==> config.mk <==
export PLATFORM = sky130hd
export DESIGN_NAME = radio_frame_deser
export DESIGN_NICKNAME = d
export VERILOG_FILES = /design/src/rtl/radio_frame_deser.sv
export SDC_FILE = /design/constraint.sdc
export NUM_CORES = 1
export LEC_CHECK = 0
export CORE_MARGIN = 1.5
export CORE_UTILIZATION = 55
export DETAILED_ROUTE_END_ITERATION = 7
export GPL_ROUTABILITY_DRIVEN = 0
export PLACE_DENSITY = 0.77
export SLEW_MARGIN = 20
export SYNTH_ARGS = -nofsm -noshare
export SYNTH_HDL_FRONTEND = slang
export SYNTH_SLANG_ARGS = --single-unit
==> constraint.sdc <==
create_clock -name sys_clk_i -period 2.01 [get_ports sys_clk_i]
set_input_delay 0.201 -clock sys_clk_i [delete_from_list [all_inputs] [get_ports sys_clk_i]]
set_output_delay 0.201 -clock sys_clk_i [all_outputs]
set_load 0.01 [all_outputs]
==> src/rtl/radio_frame_deser.sv <==
// ---------------------------------------------------------------------------
// radio_frame_deser
//
// Receive-side deserializer for the serial stream coming from a radio module.
// One bit arrives per clock, LSB first, eight bits per frame. A sync marker
// flags bit 0 of each frame. A HUNT / VERIFY / LOCKED state machine makes
// sure that words are only handed to the correlator capture logic after the
// framing has been seen to be stable for LOCK_FRAMES consecutive frames.
//
// Optional feature macro: RADIO_FRAME_DESER_ERRCNT_EN
//   When it is defined, a saturating counter of bad frames seen while LOCKED
//   is kept and exported on sync_err_cnt_o. Only reset clears it.
//   When it is undefined, the port and the counter are absent.
//
// Ports:
//   sys_clk_i       serial bit clock, one DATA bit per rising edge
//   rst_i           asynchronous active-high reset
//   data_in_i       serial data, bit 0 of the word first
//   sync_in_i       frame marker, high while bit 0 is on data_in_i
//   data_out_o      reassembled word {R0_I, R0_Q, R1_I, R1_Q}, 2 bits each
//   data_valid_o    one-cycle strobe, data_out_o is valid while high
//   locked_o        high while the framer is in the LOCKED state
//   sync_err_cnt_o  saturating bad-frame count (optional feature only)
// ---------------------------------------------------------------------------
module radio_frame_deser #(
    parameter int LOCK_FRAMES   = 4,
    parameter int UNLOCK_MISSES = 2,
    parameter int ERR_W         = 16
) (
    input  logic             sys_clk_i,
    input  logic             rst_i,
    input  logic             data_in_i,
    input  logic             sync_in_i,
    output logic [7:0]       data_out_o,
    output logic             data_valid_o,
`ifdef RADIO_FRAME_DESER_ERRCNT_EN
    output logic [ERR_W-1:0] sync_err_cnt_o,
`endif
    output logic             locked_o
);

    typedef enum logic [1:0] {
        HUNT   = 2'd0,
        VERIFY = 2'd1,
        LOCKED = 2'd2
    } state_t;

    state_t      state_q;
    logic [2:0]  bit_cnt_q;
    logic [6:0]  shift_q;
    logic [3:0]  good_cnt_q;
    logic [3:0]  miss_cnt_q;
    logic        frame_bad_q;
    logic [7:0]  data_out_q;
    logic        data_valid_q;
    logic        locked_q;
`ifdef RADIO_FRAME_DESER_ERRCNT_EN
    logic [ERR_W-1:0] err_cnt_q;
`endif

    logic [7:0]  word_d;
    logic        frame_bad_d;
    logic [3:0]  good_cnt_d;
    logic [3:0]  miss_cnt_d;

    // The word completes with the bit on the wire at the bit-7 edge, so the
    // word is the live input on top of the seven previously sampled bits.
    // Only seven history bits are ever needed, which is why shift_q is 7 wide.
    // A frame turns bad on any sync violation: missing at bit 0 or present at
    // bits 1..7. The sticky flag makes multiple violations count only once.
    always_comb begin
        word_d      = {data_in_i, shift_q};
        frame_bad_d = frame_bad_q |
                      ((bit_cnt_q == 3'd0) ? ~sync_in_i : sync_in_i);
        good_cnt_d  = good_cnt_q + 4'd1;
        miss_cnt_d  = miss_cnt_q + 4'd1;
    end

    // Framing state machine with all outputs registered.
    always_ff @(posedge sys_clk_i or posedge rst_i) begin
        if (rst_i) begin
            state_q      <= HUNT;
            bit_cnt_q    <= 3'd0;
            shift_q      <= 7'd0;
            good_cnt_q   <= 4'd0;
            miss_cnt_q   <= 4'd0;
            frame_bad_q  <= 1'b0;
            data_out_q   <= 8'h00;
            data_valid_q <= 1'b0;
            locked_q     <= 1'b0;
`ifdef RADIO_FRAME_DESER_ERRCNT_EN
            err_cnt_q    <= '0;
`endif
        end else begin
            shift_q      <= word_d[7:1];
            data_valid_q <= 1'b0;
            case (state_q)
                HUNT: begin
                    bit_cnt_q   <= 3'd0;
                    frame_bad_q <= 1'b0;
                    if (sync_in_i) begin
                        bit_cnt_q  <= 3'd1;
                        good_cnt_q <= 4'd0;
                        state_q    <= VERIFY;
                    end
                end
                VERIFY: begin
                    bit_cnt_q <= bit_cnt_q + 3'd1;
                    if (bit_cnt_q == 3'd7) begin
                        frame_bad_q <= 1'b0;
                        if (frame_bad_d) begin
                            state_q <= HUNT;
                        end else begin
                            good_cnt_q <= good_cnt_d;
                            if (good_cnt_d == 4'(LOCK_FRAMES)) begin
                                state_q      <= LOCKED;
                                locked_q     <= 1'b1;
                                miss_cnt_q   <= 4'd0;
                                data_out_q   <= word_d;
                                data_valid_q <= 1'b1;
                            end
                        end
                    end else begin
                        frame_bad_q <= frame_bad_d;
                    end
                end
                LOCKED: begin
                    bit_cnt_q <= bit_cnt_q + 3'd1;
                    if (bit_cnt_q == 3'd7) begin
                        frame_bad_q <= 1'b0;
                        if (!frame_bad_d) begin
                            data_out_q   <= word_d;
                            data_valid_q <= 1'b1;
                            miss_cnt_q   <= 4'd0;
                        end else begin
                            miss_cnt_q <= miss_cnt_d;
`ifdef RADIO_FRAME_DESER_ERRCNT_EN
                            if (err_cnt_q != '1) begin
                                err_cnt_q <= err_cnt_q + ERR_W'(1);
                            end
`endif
                            if (miss_cnt_d == 4'(UNLOCK_MISSES)) begin
                                state_q  <= HUNT;
                                locked_q <= 1'b0;
                            end
                        end
                    end else begin
                        frame_bad_q <= frame_bad_d;
                    end
                end
                default: begin
                    state_q   <= HUNT;
                    bit_cnt_q <= 3'd0;
                end
            endcase
        end
    end

    assign data_out_o   = data_out_q;
    assign data_valid_o = data_valid_q;
    assign locked_o     = locked_q;
`ifdef RADIO_FRAME_DESER_ERRCNT_EN
    assign sync_err_cnt_o = err_cnt_q;
`endif

endmodule

* Yosys cells after proc, flatten, opt, wreduce, memory -nomap -nowiden
Index checks and enable logic that the tools add are counted.
** Storage, ports and cells
- Output and inout port bits :: 10
- Bits of input ports :: 4
- Bits in registers :: 31
** Operators by class
- Reductions and logical operators :: 11
- $add $sub $neg :: 3
- Equal/unequal tests :: 14
- Multiplexer cells :: 42
- Bitwise operators :: 2
** Operator list (number)
- $mux W8 :: 5
- $mux W4 :: 8
- $ne A2 B2 Y1 const B :: 8
- $pmux W4 S2 :: 2
- $pmux W8 S2 :: 1
- $mux W1 :: 14
- $mux W2 :: 7
- $reduce_and A6 Y1 :: 2
- $add A4 B1 Y4 const B :: 2
- $reduce_and A7 Y1 :: 1
- $pmux W1 S2 :: 3
- $pmux W2 S3 :: 1
- $pmux W3 S2 :: 1
- $reduce_bool A2 Y1 :: 3
- $reduce_and A5 Y1 :: 1
- $eq A4 B2 Y1 const B :: 1
- $eq A4 B3 Y1 const B :: 1
- $reduce_and A4 Y1 :: 1
- $add A3 B1 Y3 const B :: 1
- $eq A3 B3 Y1 const B :: 1
- $logic_not A3 Y1 :: 1
- $ne A3 B3 Y1 const B :: 1
- $eq A2 B1 Y1 const B :: 1
- $eq A2 B2 Y1 const B :: 1
- other kinds (4) :: 4

* Longest topological paths before layout
Gate-level depths: netlist of run 1.
- Depth in word-level cells :: 6
- Depth in mapped cells :: 8

* Worst setup path before layout of run 1
Ideal clock, no wire load.
- Kind :: flip-flop to flip-flop
- From :: register bit_cnt_q[0]
- To :: register data_out_q[7], in the netlist data_out_o[7]
- Buffers on the path :: 0
- Stages on the path, launching flop included :: 8
- Data arrival time :: 1611 ps
- Path slack :: 274 ps
- Data required time :: 1885 ps
- Library setup time :: 125 ps
- Clock period less this slack :: 1736 ps
- Cells stage by stage :: dfrtp_1 -> inv_1 -> ha_1 -> nor2b_1 -> o21ai_4 -> nand2_2 -> a21oi_4 -> mux2_2
** On the way
- Longest elaborated chain between the ends :: 5
- Elaborated cells on any way between the ends :: 9
** RTL lines
- start, declared :: line 49 : logic [2:0] bit_cnt_q;
- start signal, assigned :: line 108 : bit_cnt_q <= bit_cnt_q + 3'd1;
- start signal, assigned :: line 128 : bit_cnt_q <= bit_cnt_q + 3'd1;
- $logic_not A3 Y1 :: line 74 : ((bit_cnt_q == 3'd0) ? ~sync_in_i : sync_in_i);
- $mux W1 :: line 74
- $or A1 B1 Y1 :: line 73 : frame_bad_d = frame_bad_q |
- $ne A2 B2 Y1 (no source line)
- $reduce_and A6 Y1 (no source line) (*)
- end signal, assigned :: line 119 : data_out_q <= word_d;
- end signal, assigned :: line 132 : data_out_q <= word_d;
- end, declared :: line 54 : logic [7:0] data_out_q;
Every way passes the cells marked *; elsewhere a longest branch is shown, timed or not.
A chain may end at the register's enable or synchronous reset.

* Worst setup path after layout of run 1
- From :: register state_q[1]
- To :: register data_out_q[7], in the netlist data_out_o[7]
** On the way
- Longest elaborated chain between the ends :: 3
- Elaborated cells on any way between the ends :: 10
** RTL lines
- start, declared :: line 48 : state_t state_q;
- start signal, assigned :: line 82 : state_q <= HUNT;
- start signal, assigned :: line 104 : state_q <= VERIFY;
- start signal, assigned :: line 112 : state_q <= HUNT;
- $eq A2 B2 Y1 / $eq A2 B1 Y1 (equally long branches) :: line 97 : case (state_q)
- $ne A2 B2 Y1 (no source line) / $reduce_bool A2 Y1 (equally long branches)
- $reduce_and A6 Y1 (no source line)
Several ways; a longest one is shown, not always the timed one.

==> metrics.md, run 1 <==
| Metric | Value |
|---|---|
| DRT Wirelength | 3.24 mm |
| Synth top cells by count | 31 x dfrtp_1, 11 x nand2_1, 10 x ha_1 |
| Num rows | 19 |
| Unrepaired setup endpoints after global routing | true |
| Crit-path max FO | 9 |
| Worst-Skew Late Latency | 0.34 ns |
| Synth area leader | dfrtp_1 |
| Reg clk slew, reported paths | 0.11 ns |
| IO Port Bufs | 13 |
| Startpoint types | flip-flop |
| Synth warn | 0 |
| Die boundary height | 56.8 µm |
| Register area share after synthesis | 0.488 |
| Core area | 2760 µm² |
| Most common cell in the synthesized netlist | dfrtp_1 |
| Layout cells sized above 1 | 0.197 |
| Initial antenna violation count | 0 |
| Root Buffer Master | clkbuf_4 |
| Worst path cell trace | inv_1 -> ha_1 -> clkinv_1 -> nand2_1 -> a21oi_4 -> mux2_2 |
| Post-Syn Area | 1590 µm² |
| Post-route ant nets | 0 |
| CTS H-tree lvls | 2 |
| Drt drc | 0 |
| Post-Synthesis Cells | 147 |
| Total gr overflow | 0 |
| Worst hold path type | primary input to asynchronous set/reset pin |
| Final min period | 1.93 ns |
| Worst-Margin Slew | 0.385 ns |
| Number of nets in the layout | 186 |
| Antenna Cells | 0 |
| DRT Pass-1 Iters | 4 |
| Fin area | 1900 µm² |
| Global-route wire length before repair | 5.40 mm |
| Status | finished clean |
| CTS tree | done |
| Max-slew violation count | 0 |
| WL/cell | 15.9 µm |
| Critical path class | flip-flop to flip-flop |
| Share of the synthesized area in the top cell type | 0.488 |
| Critical Path Max Stage Delay | 0.43 ns |
| Pleak | 0.000843 µW |
| IO Pins | 14 |
| Worst Skew | 0.0166 ns |
| # fillers | 206 |
| Final Cycle Share | 0.958 |
| Netlist cell types | 42 |
| Final core utilization | 0.689 |
| CP max stage cell | dfrtp_1 |
| Via count | 1243 |
| Drt first-iter violations | 62 |
| Worst R2R Path Depth | 6 |
| Max Buffers Root-to-Sink | 2 |
| Post-DP HPWL | 2.35 mm |
| Initial Util | 0.577 |
| Post-synth EDFFs | 0 |
| Largest net degree at the start of global routing | 32 |
| Total of max-cap violations | 0 |
| Vias in the first global route | 1186 |
| Maximum vdd drop | 0.000794 V |
| Relative slew margins | 0.743 |
| Setup-failing EPs final | 0 |
| Area after DPL | 1810 µm² |
| Clk sink count | 31 |
| Max Freq | 519 MHz |
| FFs w/ async S/R, synth | 1.00 |
| Setup bufs post-CTS | 0 |
| Global Route Usage Sum | 0.223 |
| Die W | 56.8 µm |
| Worst setup EP type | flip-flop |
| WP data arrival | 2.14 ns |
| Net count after synthesis | 161 |
| Pwr dens | 973 nW/µm² |
| Dominant cells by area after synthesis | dfrtp_1 49%, ha_1 7.9%, mux2_2 5.7%, nand2_1 2.6%, o21ai_0 2.5% |
| CP Data Required Time | 2.23 ns |
| Synth Flop Type | dfrtp_1 |
| CTS buffer count | 5 |
| Endpoints failing hold | 0 |
| Synthesized area per cell | 10.8 µm² |
| Post-synthesis sequential element count | 31 |
| Routed vias/inst | 6.09 |
| P&R area growth vs syn | 19.4% |
| Die area | 3220 µm² |
routing by layer:
layer  part of all wire  vias up  routed length, µm  GRT usage
met2               0.50       49               1620      0.350
met5                  0        -                  0          0
met3              0.072        7                234     0.0760
li1                   -      586                  -          -
met1               0.41      601               1330      0.285
met4              0.019        0                 61     0.0864
where the power goes:
part	internal [µW]	switching, µW	leakage (µW)
Clock	294	223	0.0000482
Combinational	251	365	0.000390
Sequential	675	39.9	0.000405
Total	1220	628	0.000843
flip-flops by register name, summed over array words and instances (netlist names):
name and count:
shift_q 7, state_q 2, miss_cnt_q 4, data_out_o 8, bit_cnt_q 3, data_valid_o 1
good_cnt_q 4, locked_o 1, frame_bad_q 1
placed cells by master (no fill, tap or decap), drive strengths merged, types with 2 or more instances in the layout:
cell type | netlist | routed
mux2 | 8 | 8
o21ai | 9 | 9
clkinv | 1 | 2
o31ai | 5 | 5
nand2 | 12 | 12
nand4 | 2 | 2
a21boi | 2 | 2
a21oi | 6 | 6
nor3b | 5 | 5
nor3 | 2 | 2
buf | 2 | 8
dfrtp | 31 | 31
clkdlybuf4s50 | 0 | 13
nand3 | 6 | 6
nor2 | 8 | 8
clkbuf | 1 | 6
and3 | 2 | 2
o211ai | 3 | 3
inv | 9 | 9
ha | 10 | 10
o311ai | 2 | 2
a31oi | 4 | 4
stage by stage:
step	cells	power, µW	hold slack (ns)	setup TNS [ns]	setup WS [ns]
floorplan	147	1150	0.232	0	0.274
global placement	196	1300	0.351	0	0.124
detailed placement	196	1330	0.359	0	0.0140
CTS	204	1840	0.249	0	0.0368
global route	204	1960	0.297	-0.00910	-0.00910
finish	204	1850	0.226	0	0.0846
kinds of logic (layout without fill, tap and decap cells):
family,Yosys count,after routing,synth area share
and+or+nand+nor,44,44,0.150
AOI/OAI and AO/OA,40,40,0.188
adders and majority gates,10,10,0.0787
muxes,9,9,0.0629
buffers and inverters,13,39,0.0323
DFF,31,31,0.488
layout make-up:
class | instances | area [µm²] | share of cell area
Sequential cell | 31 | 776 | 0.408
Tap cell | 31 | 38.8 | 0.0204
Multi-Input combinational cell | 103 | 771 | 0.406
Inverter | 10 | 37.5 | 0.0198
Timing Repair Buffer | 21 | 190 | 0.100
Clock buffer | 6 | 51.3 | 0.0270
Clock inverter | 2 | 35.0 | 0.0184
critical path: cells and delay by family, from the launching register on:
family	cells	cell delay, ns
DFF	1	0.43
muxes	1	0.38
AOI/OAI and AO/OA	1	0.31
buffers and inverters	2	0.28
adders and majority gates	1	0.28
and+or+nand+nor	1	0.13
worst paths after layout:
| check | from | to | slack [ns] |
|---|---|---|---|
| max in group asynchronous | rst_i | frame_bad_q | 1.48 |
| worst max register to register | state_q[1] | data_out_o[7] | 0.08 |
| worst max-delay path | state_q[1] | data_out_o[7] | 0.08 |
| worst min-delay path | rst_i | data_valid_o | 0.23 |
| worst min register to register | shift_q[3] | shift_q[2] | 0.38 |
| min in group sys_clk_i | data_in_i | shift_q[6] | 0.32 |
what timing repair did:
action | CTS | global route
endpoints found under the hold margin | 0 | 0
setup endpoints to repair | 1 | 9
hold buffers | 0 | 0
pin swaps | 0 | 0
resized for setup | 1 | 2
No activity file was read; power rests on OpenSTA's default activity.
==> run 2, diff against run 1 <==
--- a/config.mk
+++ b/config.mk
@@ -10,6 +10,7 @@
 export DETAILED_ROUTE_END_ITERATION = 7
 export GPL_ROUTABILITY_DRIVEN = 0
 export PLACE_DENSITY = 0.77
+export SETUP_SLACK_MARGIN = 0.1
 export SLEW_MARGIN = 20
 export SYNTH_ARGS = -nofsm -noshare
 export SYNTH_HDL_FRONTEND = slang
==> constraint.sdc (replaced) <==
create_clock -name sys_clk_i -period 2.4 [get_ports sys_clk_i]
set_input_delay 0.24 -clock sys_clk_i [delete_from_list [all_inputs] [get_ports sys_clk_i]]
set_output_delay 0.24 -clock sys_clk_i [all_outputs]
set_load 0.01 [all_outputs]
==> run 2 against run 1 <==
Net effect: via count down 2.6%; clock-buffer cell count unchanged; critical path type unchanged; final area down 3.2%; critical path depth down 1; clock power down 18%; setup slack better by 0.31 ns; die area unchanged.
==> metrics.md, run 2 (synthesis results as in run 1) <==
| Metric | Value |
|---|---|
| Worst setup EP type | flip-flop |
| IO Pins | 14 |
| WL/cell | 15.1 µm |
| Total of max-cap violations | 0 |
| Final hold slack | 0.275 ns |
| Worst hold path type | primary input to asynchronous set/reset pin |
| Final Cycle Share | 0.836 |
| Number of nets in the layout | 179 |
| WP data arrival | 2.23 ns |
| DRT Pass-1 Iters | 4 |
| Worst path top cell family by delay | simple AND/OR/NAND/NOR gates |
| Worst-Margin Slew | 0.535 ns |
| Fin area | 1840 µm² |
| P&R area growth vs syn | 15.7% |
| Commonest cells after routing, fill and taps aside | 31 x dfrtp_1, 13 x clkdlybuf4s50_1, 11 x nand2_1 |
| Global Route Usage Sum | 0.210 |
| Die boundary height | 56.8 µm |
| Via count | 1211 |
| Routed vias/inst | 6.15 |
| Endpoints failing hold | 0 |
| Num rows | 19 |
| CTS tree | done |
| Crit-path max FO | 8 |
| Worst-Skew Late Latency | 0.34 ns |
| Initial antenna violation count | 0 |
| Total gr overflow | 0 |
| Fin cells | 197 |
| Maximum vdd drop | 0.000678 V |
| Antenna Cells | 0 |
| Core area | 2760 µm² |
| Max-slew violation count | 0 |
| Post-CTS sizing | 0 |
| Worst path cell trace | ha_1 -> nor3b_1 -> nand2_1 -> a21oi_4 -> mux2_2 |
| Max Freq | 498 MHz |
| Worst Skew | 0.0103 ns |
| Die W | 56.8 µm |
| Drt first-iter violations | 48 |
| Hold buffers post-CTS | 0 |
| DRT met1 WL | 1.35 mm |
| Setup bufs post-CTS | 0 |
| Largest net degree at the start of global routing | 32 |
| Layout cells sized above 1 | 0.151 |
| Global-route wire length before repair | 5.12 mm |
| Total power | 1480 µW |
| Vias in the first global route | 1109 |
| Reg clk slew, reported paths | 0.10 ns |
| Clk sink count | 31 |
| DRT Wirelength | 2.98 mm |
| Area after DPL | 1750 µm² |
| Die area | 3220 µm² |
| Max Buffers Root-to-Sink | 2 |
| Relative slew margins | 0.640 |
| CP max stage cell | dfrtp_1 |
| Post-DP HPWL | 2.19 mm |
| Drt drc | 0 |
| Count of buffer and inverter cells on the critical path | 0 |
| CP Data Required Time | 2.63 ns |
| Initial Util | 0.577 |
| Post-route ant nets | 0 |
| Pwr dens | 807 nW/µm² |
| Commonest non-fill, non-tap cell in the layout | dfrtp_1 |
| WL met2 | 1.43 mm |
| Pleak | 0.000801 µW |
| CTS buffer count | 5 |
| Status | finished clean |
| Final min period | 2.01 ns |
| Max FFs per register | 8 |
| Top sig layer | met4 |
| Critical path class | flip-flop to flip-flop |
| IO Port Bufs | 13 |
| Critical Path Max Stage Delay | 0.44 ns |
| TNS Setup | 0 ns |
| Root Buffer Master | clkbuf_4 |
| Unrepaired setup endpoints after global routing | false |
| CTS H-tree lvls | 2 |
| Setup-failing EPs final | 0 |
| DP Cell Count | 189 |
| Startpoint types | flip-flop |
| Met3 routed WL | 145 µm |
## run 2: path summary, 6_finish.rpt
kind	slack, ns	cells after the start	to	from
setup / recovery	0.39	5	data_out_o[6]	good_cnt_q[0]
hold / removal	0.27	3	miss_cnt_q[0]	rst_i
setup reg to reg	0.39	5	data_out_o[6]	good_cnt_q[0]
hold reg to reg	0.37	0	shift_q[0]	shift_q[1]
max in group asynchronous	1.84	3	data_out_o[3]	rst_i
min in group sys_clk_i	0.37	0	shift_q[0]	shift_q[1]
## run 2: cell type report
cell class,count,area (µm²)
clock buffer,6,51.3
clock inverter,2,35.0
fill,213,918
inverter,10,37.5
multi-input combinational,103,763
sequential,31,776
tap,31,38.8
timing repair buffer,14,138
## run 2: where the power goes
group | total (µW) | switching [µW] | internal [µW] | leakage [µW]
combinational | 462 | 293 | 169 | 0.000348
clock | 426 | 180 | 246 | 0.0000482
sequential | 595 | 29.9 | 565 | 0.000405
total | 1480 | 503 | 980 | 0.000801
## run 2: routing by layer
layer	global-route usage	vias up
met1	0.281	601
met2	0.306	31
met4	0.103	0
met3	0.0714	7
met5	0	-
li1	-	572
## run 2: tightest hold or removal path, stage by stage
cell             delay (ns)
clkdlybuf4s50_1        0.40
inv_1                  0.06
buf_4                  0.35
## run 2: through the flow
step / worst slack, ns / util
global route: 0.246 / 0.667
floorplan: 0.664 / -
finish: 0.392 / 0.667
CTS: 0.401 / 0.667
global placement: 0.284 / 0.636
detailed placement: 0.200 / 0.636
==> run 3, diff against run 2 <==
==> constraint.sdc (replaced) <==
create_clock -name sys_clk_i -period 2 [get_ports sys_clk_i]
set_input_delay 0.2 -clock sys_clk_i [delete_from_list [all_inputs] [get_ports sys_clk_i]]
set_output_delay 0.2 -clock sys_clk_i [all_outputs]
set_load 0.01 [all_outputs]
==> run 3 against run 2 <==
Net effect: sequential share of layout area down 3.6 points; clock power rose by 22%; sequential cell count is the same; final area increased by 9.4%; wire length increased by 21%; non-clock buffer count is 10 higher; maximum frequency grew 5.7%; sequential power rose by 23%; critical path type unchanged; largest cell class is now multi-input combinational cells.
==> metrics.md, run 3 (synthesis results as in run 1) <==
| Metric | Value |
|---|---|
| Status | finished clean |
| Reg area | 776 µm² |
| Via count | 1276 |
| Largest net degree at the start of global routing | 32 |
| Hold buffers post-CTS | 0 |
| Final min period | 1.90 ns |
| Final Cycle Share | 0.950 |
| Total gr overflow | 0 |
| WP data arrival | 2.12 ns |
| Worst-Margin Slew | 0.380 ns |
| Root Buffer Master | clkbuf_4 |
| TNS Setup | 0 ns |
| Worst setup EP type | flip-flop |
| WL/cell | 17.4 µm |
| Antenna Cells | 0 |
| Area of the multi-input gates | 845 µm² |
| Final worst setup slack | 0.100 ns |
| Dpl ws | 0.0388 ns |
| Register-to-register setup slack | 0.10 ns |
| Drt first-iter violations | 73 |
| Routed vias/inst | 6.16 |
| Worst hold path type | primary input to asynchronous set/reset pin |
| Die boundary height | 56.8 µm |
| Endpoints failing hold | 0 |
| NetSw | 709 µW |
| Max Freq | 526 MHz |
| DRT Pass-1 Iters | 4 |
| Vias in the first global route | 1299 |
| Worst Skew | 0.0126 ns |
| DRT Wirelength | 3.60 mm |
| Global-route wire length before repair | 5.93 mm |
| Seq pwr share | 0.362 |
| Num rows | 19 |
| CP Data Required Time | 2.22 ns |
| Global Route Usage Sum | 0.244 |
| CP max stage cell | dfrtp_1 |
| Initial Util | 0.577 |
| CTS buffer count | 5 |
| Worst path cell trace | ha_1 -> ha_1 -> o21ai_0 -> buf_4 -> nor4_1 -> a21oi_1 -> o31ai_1 |
| Die area | 3220 µm² |
| Core area | 2760 µm² |
| IO Port Bufs | 13 |
| Most frequent CP cell | ha_1 |
| Max-slew violation count | 0 |
| Setup-failing EPs final | 0 |
| Max FFs per register | 8 |
| # fillers | 187 |
| Commonest cells after routing, fill and taps aside | 31 x dfrtp_1, 13 x clkdlybuf4s50_1, 11 x nand2_1 |
| Layout cells sized above 1 | 0.250 |
| Critical path class | flip-flop to flip-flop |
| Logic gate share of total power | 0.382 |
| Total of max-cap violations | 0 |
| Clock Power Share | 0.256 |
| Final hold slack | 0.224 ns |
| Fin cells | 207 |
| Sw frac | 0.350 |
| DP Cell Count | 197 |
| IO Pins | 14 |
| P&R area growth vs syn | 26.5% |
| Pleak | 0.000869 µW |
| Initial antenna violation count | 0 |
| Clk sink count | 31 |
| Die W | 56.8 µm |
| Post-route ant nets | 0 |
| Worst-Skew Late Latency | 0.33 ns |
| DRT met1 WL | 1.52 mm |
| Maximum vdd drop | 0.00104 V |
| Number of nets in the layout | 189 |
| Drt drc | 0 |
| Reg clk slew, reported paths | 0.11 ns |
| Int Pwr | 1320 µW |
| Post-DP HPWL | 2.36 mm |
| Commonest non-fill, non-tap cell in the layout | dfrtp_1 |
| Max Buffers Root-to-Sink | 2 |
| Met3 routed WL | 131 µm |
| Relative slew margins | 0.744 |
| Critical Path Max Stage Delay | 0.41 ns |
| WL met2 | 1.84 mm |
| Crit-path max FO | 5 |
| Top sig layer | met4 |
| Startpoint types | flip-flop |
| CTS H-tree lvls | 2 |
| CTS tree | done |
| Pwr dens | 1010 nW/µm² |
run 3: area by class of cell:
cell class | count | area share
Clock inverter | 2 | 0.0174
Sequential cell | 31 | 0.386
Clock buffer | 6 | 0.0255
Tap cell | 31 | 0.0193
Timing Repair Buffer | 24 | 0.112
Multi-Input combinational cell | 103 | 0.420
Inverter | 10 | 0.0205
run 3: worst paths after layout:
kind,end,cells after the start,startpoint
max reg2reg,state_q[1],7,bit_cnt_q[0]
max,state_q[1],7,bit_cnt_q[0]
min,data_valid_o,3,rst_i
min in group sys_clk_i,shift_q[6],1,data_in_i
max in group asynchronous,good_cnt_q[0],3,rst_i
min reg2reg,shift_q[1],0,shift_q[2]
run 3: power groups by stage:
stage	Combinational, µW	Clock (µW)	Sequential [µW]
final	774	519	733
after global placement	599	0	723
after detailed placement	624	0	730
after CTS	629	524	721
after global routing	842	555	740
after floorplan	440	0	718
run 3: routing by layer:
layer  GRT usage  vias up
li1            -      590
met1       0.300      640
met2       0.385       36
met3      0.0714       10
met4       0.130        0
met5           0        -
run 3: through the flow:
stage | utilization | cell area, µm² | total power [µW]
floorplan | - | 1590 | 1160
global placement | 0.657 | 1810 | 1320
detailed placement | 0.657 | 1810 | 1350
CTS | 0.691 | 1910 | 1870
global route | 0.730 | 2010 | 2140
finish | 0.730 | 2010 | 2030
run 3: critical path, delay by kind of cell (launching register included):
kind / cells / cell delay (ns)
buf+inv: 1 / 0.20
fa+ha+maj: 2 / 0.46
flops: 1 / 0.41
compound gates: 3 / 0.65
simple gates: 1 / 0.06
run 3: repair_timing:
item | 4_1_cts | 5_1_grt
endpoints found under the setup margin | 10 | 16
setup buffers | 0 | 2
gates resized for setup | 2 | 14
pin swaps | 1 | 2
